--- src/rtl/img_win_ctrl_pkg.sv ---
// ============================================================================
//  Module   : img_win_ctrl_pkg
//  Purpose  : Shared types and constants for the image-window controller:
//             window FSM encoding, default geometry/latency, display colours.
//  Options  : WIN_MIRROR_EN (consumed by img_win_ctrl / win_addr_gen)
//  Revision : 1.0 - initial release
// ============================================================================
`default_nettype none

package img_win_ctrl_pkg;

  // Window controller states
  typedef enum logic [1:0] {
    ST_IDLE   = 2'd0,  // no window shown
    ST_ARMED  = 2'd1,  // config pending, waiting for frame start
    ST_ACTIVE = 2'd2   // window shown
  } win_state_t;

  // Default geometry and ROM latency
  localparam int DEF_H_DISP  = 1024;
  localparam int DEF_V_DISP  = 768;
  localparam int DEF_IMG_W   = 256;
  localparam int DEF_IMG_H   = 256;
  localparam int DEF_ROM_LAT = 2;

  // 24-bit RGB colours used by the display path around the window
  localparam logic [23:0] COL_BLACK  = 24'h00_00_00;
  localparam logic [23:0] COL_WHITE  = 24'hFF_FF_FF;
  localparam logic [23:0] COL_BG     = 24'h20_20_20;
  localparam logic [23:0] COL_BORDER = 24'h80_80_80;

  // Limit a 12-bit coordinate to an upper bound
  function automatic logic [11:0] clamp12(input logic [11:0] val,
                                          input logic [11:0] lim);
    return (val > lim) ? lim : val;
  endfunction

endpackage

`default_nettype wire

--- src/rtl/img_win_ctrl_win_addr_gen.sv ---
// ============================================================================
//  Module   : win_addr_gen
//  Purpose  : Combinational window hit test and ROM address arithmetic.
//  Options  : WIN_MIRROR_EN - horizontally mirrored column addressing
//  Revision : 1.0 - initial release
// ============================================================================
`default_nettype none

module win_addr_gen #(
  parameter int IMG_W = 256,
  parameter int IMG_H = 256
) (
  input  logic        active,
  input  logic        data_en,
  input  logic [11:0] x_pos,
  input  logic [11:0] y_pos,
  input  logic [11:0] win_x,
  input  logic [11:0] win_y,
  output logic        hit,
  output logic [15:0] addr
);

  logic [12:0] dx;
  logic [12:0] dy;
  logic [15:0] col;

  // Offsets into the window, hit compare and address (modulo 2^16)
  always_comb begin
    dx  = {1'b0, x_pos} - {1'b0, win_x};
    dy  = {1'b0, y_pos} - {1'b0, win_y};
    // Once x >= win_x holds, dx < IMG_W is the same as x < win_x + IMG_W
    hit = active && data_en &&
          (x_pos >= win_x) && (dx < 13'(IMG_W)) &&
          (y_pos >= win_y) && (dy < 13'(IMG_H));
`ifdef WIN_MIRROR_EN
    col = 16'(IMG_W - 1) - 16'(dx);
`else
    col = 16'(dx);
`endif
    addr = 16'(dy) * 16'(IMG_W) + col;
  end

endmodule

`default_nettype wire

--- src/rtl/img_win_ctrl.sv ---
// ============================================================================
//  Module   : img_win_ctrl
//  Purpose  : Places a ROM image window on the active display. Accepts window
//             configuration via a valid/ready handshake, applies it at frame
//             start, issues ROM reads for window pixels and aligns the pixel
//             mux select with the ROM read latency.
//  Options  : WIN_MIRROR_EN - horizontally mirrored image addressing
//  Revision : 1.0 - initial release
// ============================================================================
`default_nettype none

module img_win_ctrl
  import img_win_ctrl_pkg::*;
#(
  parameter int H_DISP  = DEF_H_DISP,
  parameter int V_DISP  = DEF_V_DISP,
  parameter int IMG_W   = DEF_IMG_W,
  parameter int IMG_H   = DEF_IMG_H,
  parameter int ROM_LAT = DEF_ROM_LAT
) (
  input  logic        clk_in,
  input  logic        rst,
  input  logic        data_en,
  input  logic [11:0] x_pos,
  input  logic [11:0] y_pos,
  input  logic        cfg_valid,
  input  logic [11:0] cfg_x,
  input  logic [11:0] cfg_y,
  input  logic        cfg_en,
  output logic        cfg_ready,
  output logic        rom_en,
  output logic [15:0] rom_addr,
  output logic        sel_rom,
  output logic        frame_done
);

  localparam logic [11:0] X_MAX = 12'(H_DISP - IMG_W);
  localparam logic [11:0] Y_MAX = 12'(V_DISP - IMG_H);
`ifdef WIN_MIRROR_EN
  localparam logic [15:0] LAST_ADDR = 16'((IMG_H - 1) * IMG_W);
`else
  localparam logic [15:0] LAST_ADDR = 16'(IMG_W * IMG_H - 1);
`endif

  win_state_t  state;
  win_state_t  state_nxt;
  logic        frame_start;
  logic        cfg_acc;
  logic        arming;
  logic [11:0] pend_x;
  logic [11:0] pend_y;
  logic        pend_en;
  logic [11:0] win_x;
  logic [11:0] win_y;
  logic        eff_active;
  logic [11:0] eff_x;
  logic [11:0] eff_y;
  logic        hit;
  logic [15:0] addr_nxt;

  assign frame_start = data_en && (x_pos == 12'd0) && (y_pos == 12'd0);
  assign cfg_acc     = cfg_valid && cfg_ready;
  assign arming      = frame_start && (state == ST_ARMED);

  // The frame-start pixel already belongs to the new frame, so when a pending
  // window is applied it is also used for the hit test on that same pixel.
  assign eff_active = arming ? pend_en : (state == ST_ACTIVE);
  assign eff_x      = arming ? pend_x  : win_x;
  assign eff_y      = arming ? pend_y  : win_y;

  // State register
  always_ff @(posedge clk_in) begin
    if (rst) state <= ST_IDLE;
    else     state <= state_nxt;
  end

  // Next-state and handshake ready; ARMED blocks a second pending request
  always_comb begin
    state_nxt = state;
    cfg_ready = 1'b1;
    case (state)
      ST_IDLE:   if (cfg_acc) state_nxt = ST_ARMED;
      ST_ARMED: begin
        cfg_ready = 1'b0;
        if (frame_start) state_nxt = pend_en ? ST_ACTIVE : ST_IDLE;
      end
      ST_ACTIVE: if (cfg_acc) state_nxt = ST_ARMED;
      default:   state_nxt = ST_IDLE;
    endcase
  end

  // Pending window captured (clamped) on accept, copied to live at frame start
  always_ff @(posedge clk_in) begin
    if (rst) begin
      pend_x  <= '0;
      pend_y  <= '0;
      pend_en <= 1'b0;
      win_x   <= '0;
      win_y   <= '0;
    end else begin
      if (cfg_acc) begin
        pend_x  <= clamp12(cfg_x, X_MAX);
        pend_y  <= clamp12(cfg_y, Y_MAX);
        pend_en <= cfg_en;
      end
      if (arming) begin
        win_x <= pend_x;
        win_y <= pend_y;
      end
    end
  end

  win_addr_gen #(
    .IMG_W (IMG_W),
    .IMG_H (IMG_H)
  ) u_addr_gen (
    .active  (eff_active),
    .data_en (data_en),
    .x_pos   (x_pos),
    .y_pos   (y_pos),
    .win_x   (eff_x),
    .win_y   (eff_y),
    .hit     (hit),
    .addr    (addr_nxt)
  );

  // ROM read strobe/address (address holds between hits) and end-of-image pulse
  always_ff @(posedge clk_in) begin
    if (rst) begin
      rom_en     <= 1'b0;
      rom_addr   <= '0;
      frame_done <= 1'b0;
    end else begin
      rom_en     <= hit;
      if (hit) rom_addr <= addr_nxt;
      frame_done <= rom_en && (rom_addr == LAST_ADDR);
    end
  end

  // Delay rom_en by the ROM latency to produce the mux select
  generate
    if (ROM_LAT == 0) begin : g_lat_none
      assign sel_rom = rom_en;
    end else if (ROM_LAT == 1) begin : g_lat_one
      logic lat_q;
      // Single-stage select delay
      always_ff @(posedge clk_in) begin
        if (rst) lat_q <= 1'b0;
        else     lat_q <= rom_en;
      end
      assign sel_rom = lat_q;
    end else begin : g_lat_multi
      logic [ROM_LAT-1:0] lat_pipe;
      // Multi-stage select delay, flushed by reset
      always_ff @(posedge clk_in) begin
        if (rst) lat_pipe <= '0;
        else     lat_pipe <= {lat_pipe[ROM_LAT-2:0], rom_en};
      end
      assign sel_rom = lat_pipe[ROM_LAT-1];
    end
  endgenerate

endmodule

`default_nettype wire

--- config.mk ---
export PLATFORM = sky130hd
export DESIGN_NAME = img_win_ctrl
export DESIGN_NICKNAME = d
export VERILOG_FILES = /design/src/rtl/img_win_ctrl_pkg.sv /design/src/rtl/img_win_ctrl_win_addr_gen.sv /design/src/rtl/img_win_ctrl.sv
export SDC_FILE = /design/constraint.sdc
export NUM_CORES = 1
export LEC_CHECK = 0
export CAP_MARGIN = 10
export CELL_PAD_IN_SITES_DETAIL_PLACEMENT = 1
export CELL_PAD_IN_SITES_GLOBAL_PLACEMENT = 2
export CORE_ASPECT_RATIO = 1.75
export CORE_MARGIN = 5
export CORE_UTILIZATION = 33
export CTS_BUF_LIST = sky130_fd_sc_hd__clkbuf_8
export DETAILED_ROUTE_END_ITERATION = 8
export PLACE_DENSITY = 0.86
export SYNTH_ARGS = -nofsm -noshare
export SYNTH_HDL_FRONTEND = slang
export SYNTH_SLANG_ARGS = --single-unit
--- constraint.sdc ---
create_clock -name clk_in -period 8.2 [get_ports clk_in]
set_input_delay 1.64 -clock clk_in [delete_from_list [all_inputs] [get_ports clk_in]]
set_output_delay 1.64 -clock clk_in [all_outputs]
set_load 0.01 [all_outputs]
**Word-level counts from Yosys, hierarchy flattened**

Cells that the tools add are included.

- Add/subtract/negate cells: 3
- Magnitude comparators: 6
- Equal/unequal tests: 5
- Muxes and demuxes: 10
- Reduce and logical (&&, ||, !) cells: 15

Operators with widths:

| kind | count |
|---|---|
| $mux W12 | 4 |
| $lt A13 B9 Y1 const B | 2 |
| $sub A12 B12 Y13 | 2 |
| $ge A12 B12 Y1 | 2 |
| $gt A12 B10 Y1 const B | 2 |
| $logic_not A12 Y1 | 2 |
| $add A16 B13 Y16 | 1 |
| $eq A16 B16 Y1 const B | 1 |
| $logic_and A1 B1 Y1 | 10 |
| $mux W2 | 3 |
| $pmux W2 S2 | 1 |
| $eq A2 B1 Y1 const B | 1 |
| $eq A2 B2 Y1 const B | 1 |
| $logic_not A2 Y1 | 1 |
| $mux W1 | 2 |
| $ne A2 B1 Y1 const B | 1 |
| $ne A2 B2 Y1 const B | 1 |
| $reduce_and A2 Y1 | 1 |
| $reduce_or A2 Y1 | 1 |

- Register bits after elaboration: 71
- Input port bits: 53
- Output and inout bits: 20

**Depth between registers and ports, before layout**

- Depth after elaboration: 10
- Depth in mapped cells: 24

**Cells and area by module**

From an unflattened synthesis, not the netlist that was laid out.

- Cells, all modules: 532
- Area total of the unflattened synthesis: 4,400.5 µm²

By module, submodules not included:

| module | instances | cells an instance | area each (µm²) | seq. area each (µm²) |
|---|---|---|---|---|
| img_win_ctrl | 1 | 326 | 2,912.8 | 1,421.4 |
| win_addr_gen | 1 | 206 | 1,487.7 | 0.0 |

**Least setup slack after synthesis**

Ideal clock, no wire load.

- Path kind: input port to flip-flop
- Start: input y_pos[1]
- End: register rom_addr[12]
- Library setup time: 132 ps
- Data arrival time: 6,661 ps
- Required time: 8,068 ps
- Setup slack: 1,407 ps
- Cell stages on the path: 23
- Path buffers: 1
- Path through: nor4_4 -> nand4_4 -> nor3_4 -> clkbuf_1 -> mux2i_1 -> inv_1 -> fa_1 -> inv_1 -> a21o_1 -> o221ai_1 -> o21ai_0 -> a21o_1 -> a31oi_1 -> xor2_1 -> inv_1 -> ha_1 -> fa_1 -> nand4_1 -> a21oi_1 -> or4_4 -> or4_1 -> nand4_1 -> a21oi_1

- Longest elaborated chain between the ends: 9
- Elaborated cells between the ends (all ways): 18

RTL lines:

| what | line | RTL |
|---|---|---|
| start: declaration | img_win_ctrl.sv:25 | `input logic [11:0] y_pos,` |
| $logic_not A12 Y1 * | img_win_ctrl.sv:61 | `assign frame_start = data_en && (x_pos == 12'd0) && (y_pos == 12'd0);` |
| $logic_and A1 B1 Y1 * | img_win_ctrl.sv:61 |  |
| $logic_and A1 B1 Y1 * | img_win_ctrl.sv:63 | `assign arming = frame_start && (state == ST_ARMED);` |
| $mux W12 * | - |  |
| net eff_x[1] | img_win_ctrl.sv:56 | `logic [11:0] eff_x;` |
| $sub A12 B12 Y13 or $ge A12 B12 Y1 (tied branches) | img_win_ctrl_win_addr_gen.sv:29, img_win_ctrl_win_addr_gen.sv:33 |  |
| $lt A13 B9 Y1 or $logic_and A1 B1 Y1 (tied branches) | img_win_ctrl_win_addr_gen.sv:33, img_win_ctrl_win_addr_gen.sv:32 |  |
| $logic_and A1 B1 Y1 (2 in a row) | img_win_ctrl_win_addr_gen.sv:33 | `(x_pos >= win_x) && (dx < 13'(IMG_W)) &&` |
| $logic_and A1 B1 Y1 | img_win_ctrl_win_addr_gen.sv:34 | `(y_pos >= win_y) && (dy < 13'(IMG_H));` |
| end signal: assignment | img_win_ctrl.sv:135 | `if (hit) rom_addr <= addr_nxt;` |
| end: declaration | img_win_ctrl.sv:32 | `output logic [15:0] rom_addr,` |

Mark *: on every way through the listed nets, which the timed path passes. The rest lies on a longest branch.
A chain may end at the register's enable or synchronous reset.

**Final worst setup path**

- Start: input y_pos[6]
- End: register rom_addr[12]

Same word-level chain as after synthesis.

==> metrics.txt <==
DRT iter0 DRCs=109; worst slew pin tran=0.863 ns; layout cells sized above 1=9.68%; Vias/cell=5.38; IO Pins=73; outcome=finished clean; Starting Density=33.3%; Pwr Total=852 uW; sw frac=27.4%; H-tree levels=3; Hold Fails Final Rpt=0; Int Power=619 uW; Final ANT Viol Nets=0; clk slew on worst S/H paths=0.08 ns; syn_nets=560; first-pass GRT wire length=21,000 um; Placement Setup Slack=0.449 ns; yosys warns=0; Arrival @ worst endpoint=7.60 ns; Comb power frac=18.3%; RSZ-0062 raised after global routing=no; GRT Total Usage=17.6%; post-synth design cell area=4260 um^2; Post-synth ARST share=0%; Final Slew Violations=0; number of synthesized flops with an enable pin=0; number of CTS-inserted buffers=9; via count=3,922; Crit Path Category=input port to register; DP HPWL=10,800 um; detailed-route wire length per cell=17.9 um; #FFs+latches synth=71; Critical Path Fanout Max=7; total wire length=13,000 um; clock tree sinks=71; Tmin final=7.40 ns; TritonCTS clock tree=built; multi-input logic area=2670 um^2; Main synth FF type=dfxtp_1; chip width=95.9 um; DRC violations left=0; port bufs=72; Avg Cell Area, Syn=8.88 um^2; pin count of the biggest net entering global routing=64; worst-case clock buffer depth=2; final setup vio count=0; fin crit share=90.2%; Cells after Synth=480; Sequential Area=1420 um^2; clock group share of total power=40.6%; die area=15,400 um^2; final core occ=42.3%; Worst Hold Class=register to register; TritonRoute pass-1 iters=4; vias in the first global route=4,177; GPL Wtd Cong=0.868; relative slew slack=42.3%; LEAKAGE=0.00197 uW; Hold-fix buffers, CTS=0; post-cts resize count=0; Area Growth Syn to Fin=27.1%; final net count=633; core box area=12,800 um^2; setup TNS=0 ns; Final WS setup=0.804 ns; Overflow after GRT=0; NetSw=233 uW; number of diodes=0; postcts setup bufs=0; Setup Skew=0.0169 ns; startpoint class of the critical path=input port; Worst Path Required=8.40 ns; clock root buffer master=clkbuf_8; worst skew pair latency=0.36 ns; synth unique cells=64; CP endpoint kind=register; Peak VDD IR=0.124 mV; Flop pwr share=41.1%; Site Rows=55; f_max=135 MHz; post-synthesis sequential area ratio=33.3%; DIE HEIGHT=160 um; pwr dens=157 nW/um^2; number of max-cap violations=0; fill cell count=1,521; initial antenna violation count=0
-- critical path, cell delays in order --
cell and delay (ns):
clkdlybuf4s50_1 0.44, nor4_2 0.62, nand3_1 0.26, nor3_4 0.38
mux2_2 0.40, ha_1 0.21, fa_1 0.42, inv_1 0.08
a21o_1 0.15, o221ai_1 0.11, o21ai_0 0.24, a21o_1 0.27
a31oi_1 0.13, xor2_1 0.22, inv_1 0.07, ha_1 0.21
fa_1 0.45, nand4_1 0.10, a21oi_1 0.05, or4_4 0.50
or4_1 0.48, nand4_1 0.11, a21oi_1 0.08
-- sequential cells by signal, summed over array words and instances (netlist names) --
register / cells
frame_done: 1
g_lat_multi.lat_pipe: 2
pend_en: 1
pend_x: 12
pend_y: 12
rom_addr: 16
rom_en: 1
state: 2
win_x: 12
win_y: 12
-- layer usage --
| layer | up-vias | track usage, % | part of all wire (%) |
|---|---|---|---|
| met5 | - | 0 | 0 |
| met4 | 0 | 10.7 | 5.7 |
| met1 | 1890 | 17.8 | 37 |
| met3 | 38 | 2.95 | 2.9 |
| li1 | 1915 | - | - |
| met2 | 79 | 32.2 | 55 |
-- cell families (layout without fill, tap and decap cells) --
logic type | after synthesis | after routing | share of synthesized area (%)
fa+ha+maj | 32 | 32 | 9.62
mux | 22 | 22 | 5.22
simple gates | 160 | 160 | 21.7
buf+inv | 42 | 120 | 3.96
compound gates | 130 | 130 | 21.3
xor+xnor | 23 | 23 | 4.90
flops | 71 | 71 | 33.3
-- worst paths after layout --
| kind | depth (start not counted) | startpoint | end | slack, ns |
|---|---|---|---|---|
| worst max-delay path | 23 | y_pos[6] | rom_addr[12]$_SDFFE_PP0P_ | 0.80 |
| worst min-delay path | 1 | g_lat_multi.lat_pipe[0]$_SDFF_PP0_ | g_lat_multi.lat_pipe[1]$_SDFF_PP0_ | 0.46 |
| worst max register to register | 22 | state[0]$_SDFFE_PP0P_ | rom_addr[12]$_SDFFE_PP0P_ | 2.53 |
| worst min register to register | 1 | g_lat_multi.lat_pipe[0]$_SDFF_PP0_ | g_lat_multi.lat_pipe[1]$_SDFF_PP0_ | 0.46 |
-- cell type report --
type,count,share of cell area (%)
sequential,71,26.2
clock inverter,7,2.24
clock buffer,9,2.29
inverter,24,1.66
multi-input combinational,367,49.4
tap,171,3.95
timing repair buffer,80,14.3
-- cells in the mapped netlist (8+ instances only) --
library cell | instances | area share, %
dfxtp_1 | 71 | 33
nor2_1 | 55 | 4.8
a21oi_1 | 36 | 4.2
ha_1 | 24 | 7.0
inv_1 | 24 | 2.1
o21ai_0 | 22 | 2.6
mux2i_1 | 20 | 4.7
a22oi_1 | 18 | 3.2
nand2_1 | 15 | 1.3
xnor2_1 | 14 | 2.9
clkbuf_1 | 13 | 1.1
nand4_1 | 12 | 1.8
nor2b_1 | 12 | 1.8
nand3_1 | 10 | 1.2
nor3_1 | 10 | 1.2
nor4_1 | 8 | 1.2
xor2_1 | 8 | 1.6
-- stage by stage --
| step | area [um^2] | hold slack, ns | instances |
|---|---|---|---|
| 2_1_floorplan | 4260 | 0.414 | 480 |
| 6_report | 5420 | 0.456 | 729 |
| 5_1_grt | 5420 | 0.470 | 729 |
| 3_5_place_dp | 5170 | 0.447 | 712 |
| 3_3_place_gp | 5170 | 0.429 | 712 |
| 4_1_cts | 5410 | 0.462 | 728 |
-- cell usage in the layout (no fill, tap or decap), types with 4 or more instances in the layout --
master | Yosys | routed
a211oi_2 | 5 | 5
nand2b_1 | 5 | 5
and3_1 | 7 | 7
nand2_1 | 15 | 15
a21o_1 | 7 | 7
nand4_1 | 12 | 12
nor2_1 | 55 | 55
mux2i_1 | 20 | 20
and4_1 | 4 | 4
buf_4 | 0 | 7
nor3_1 | 10 | 10
a22oi_1 | 18 | 18
and2_1 | 4 | 4
maj3_1 | 5 | 5
nor2b_1 | 12 | 12
ha_1 | 24 | 24
clkbuf_8 | 0 | 9
nor4_1 | 8 | 8
a21oi_1 | 36 | 36
dfxtp_1 | 71 | 71
nand3_1 | 10 | 10
o21ai_0 | 22 | 22
inv_1 | 24 | 24
a31oi_1 | 6 | 6
clkdlybuf4s50_1 | 0 | 71
xor2_1 | 8 | 8
xnor2_1 | 14 | 14
nor4_4 | 4 | 4
-- power by group through the flow --
stage	clock network (uW)	registers (uW)	logic [uW]
5_1_grt	370	351	170
3_3_place_gp	0	358	152
3_5_place_dp	0	358	156
2_1_floorplan	0	357	92.6
6_report	346	350	155
4_1_cts	354	350	156
No activity file was read; power rests on OpenSTA's default activity.
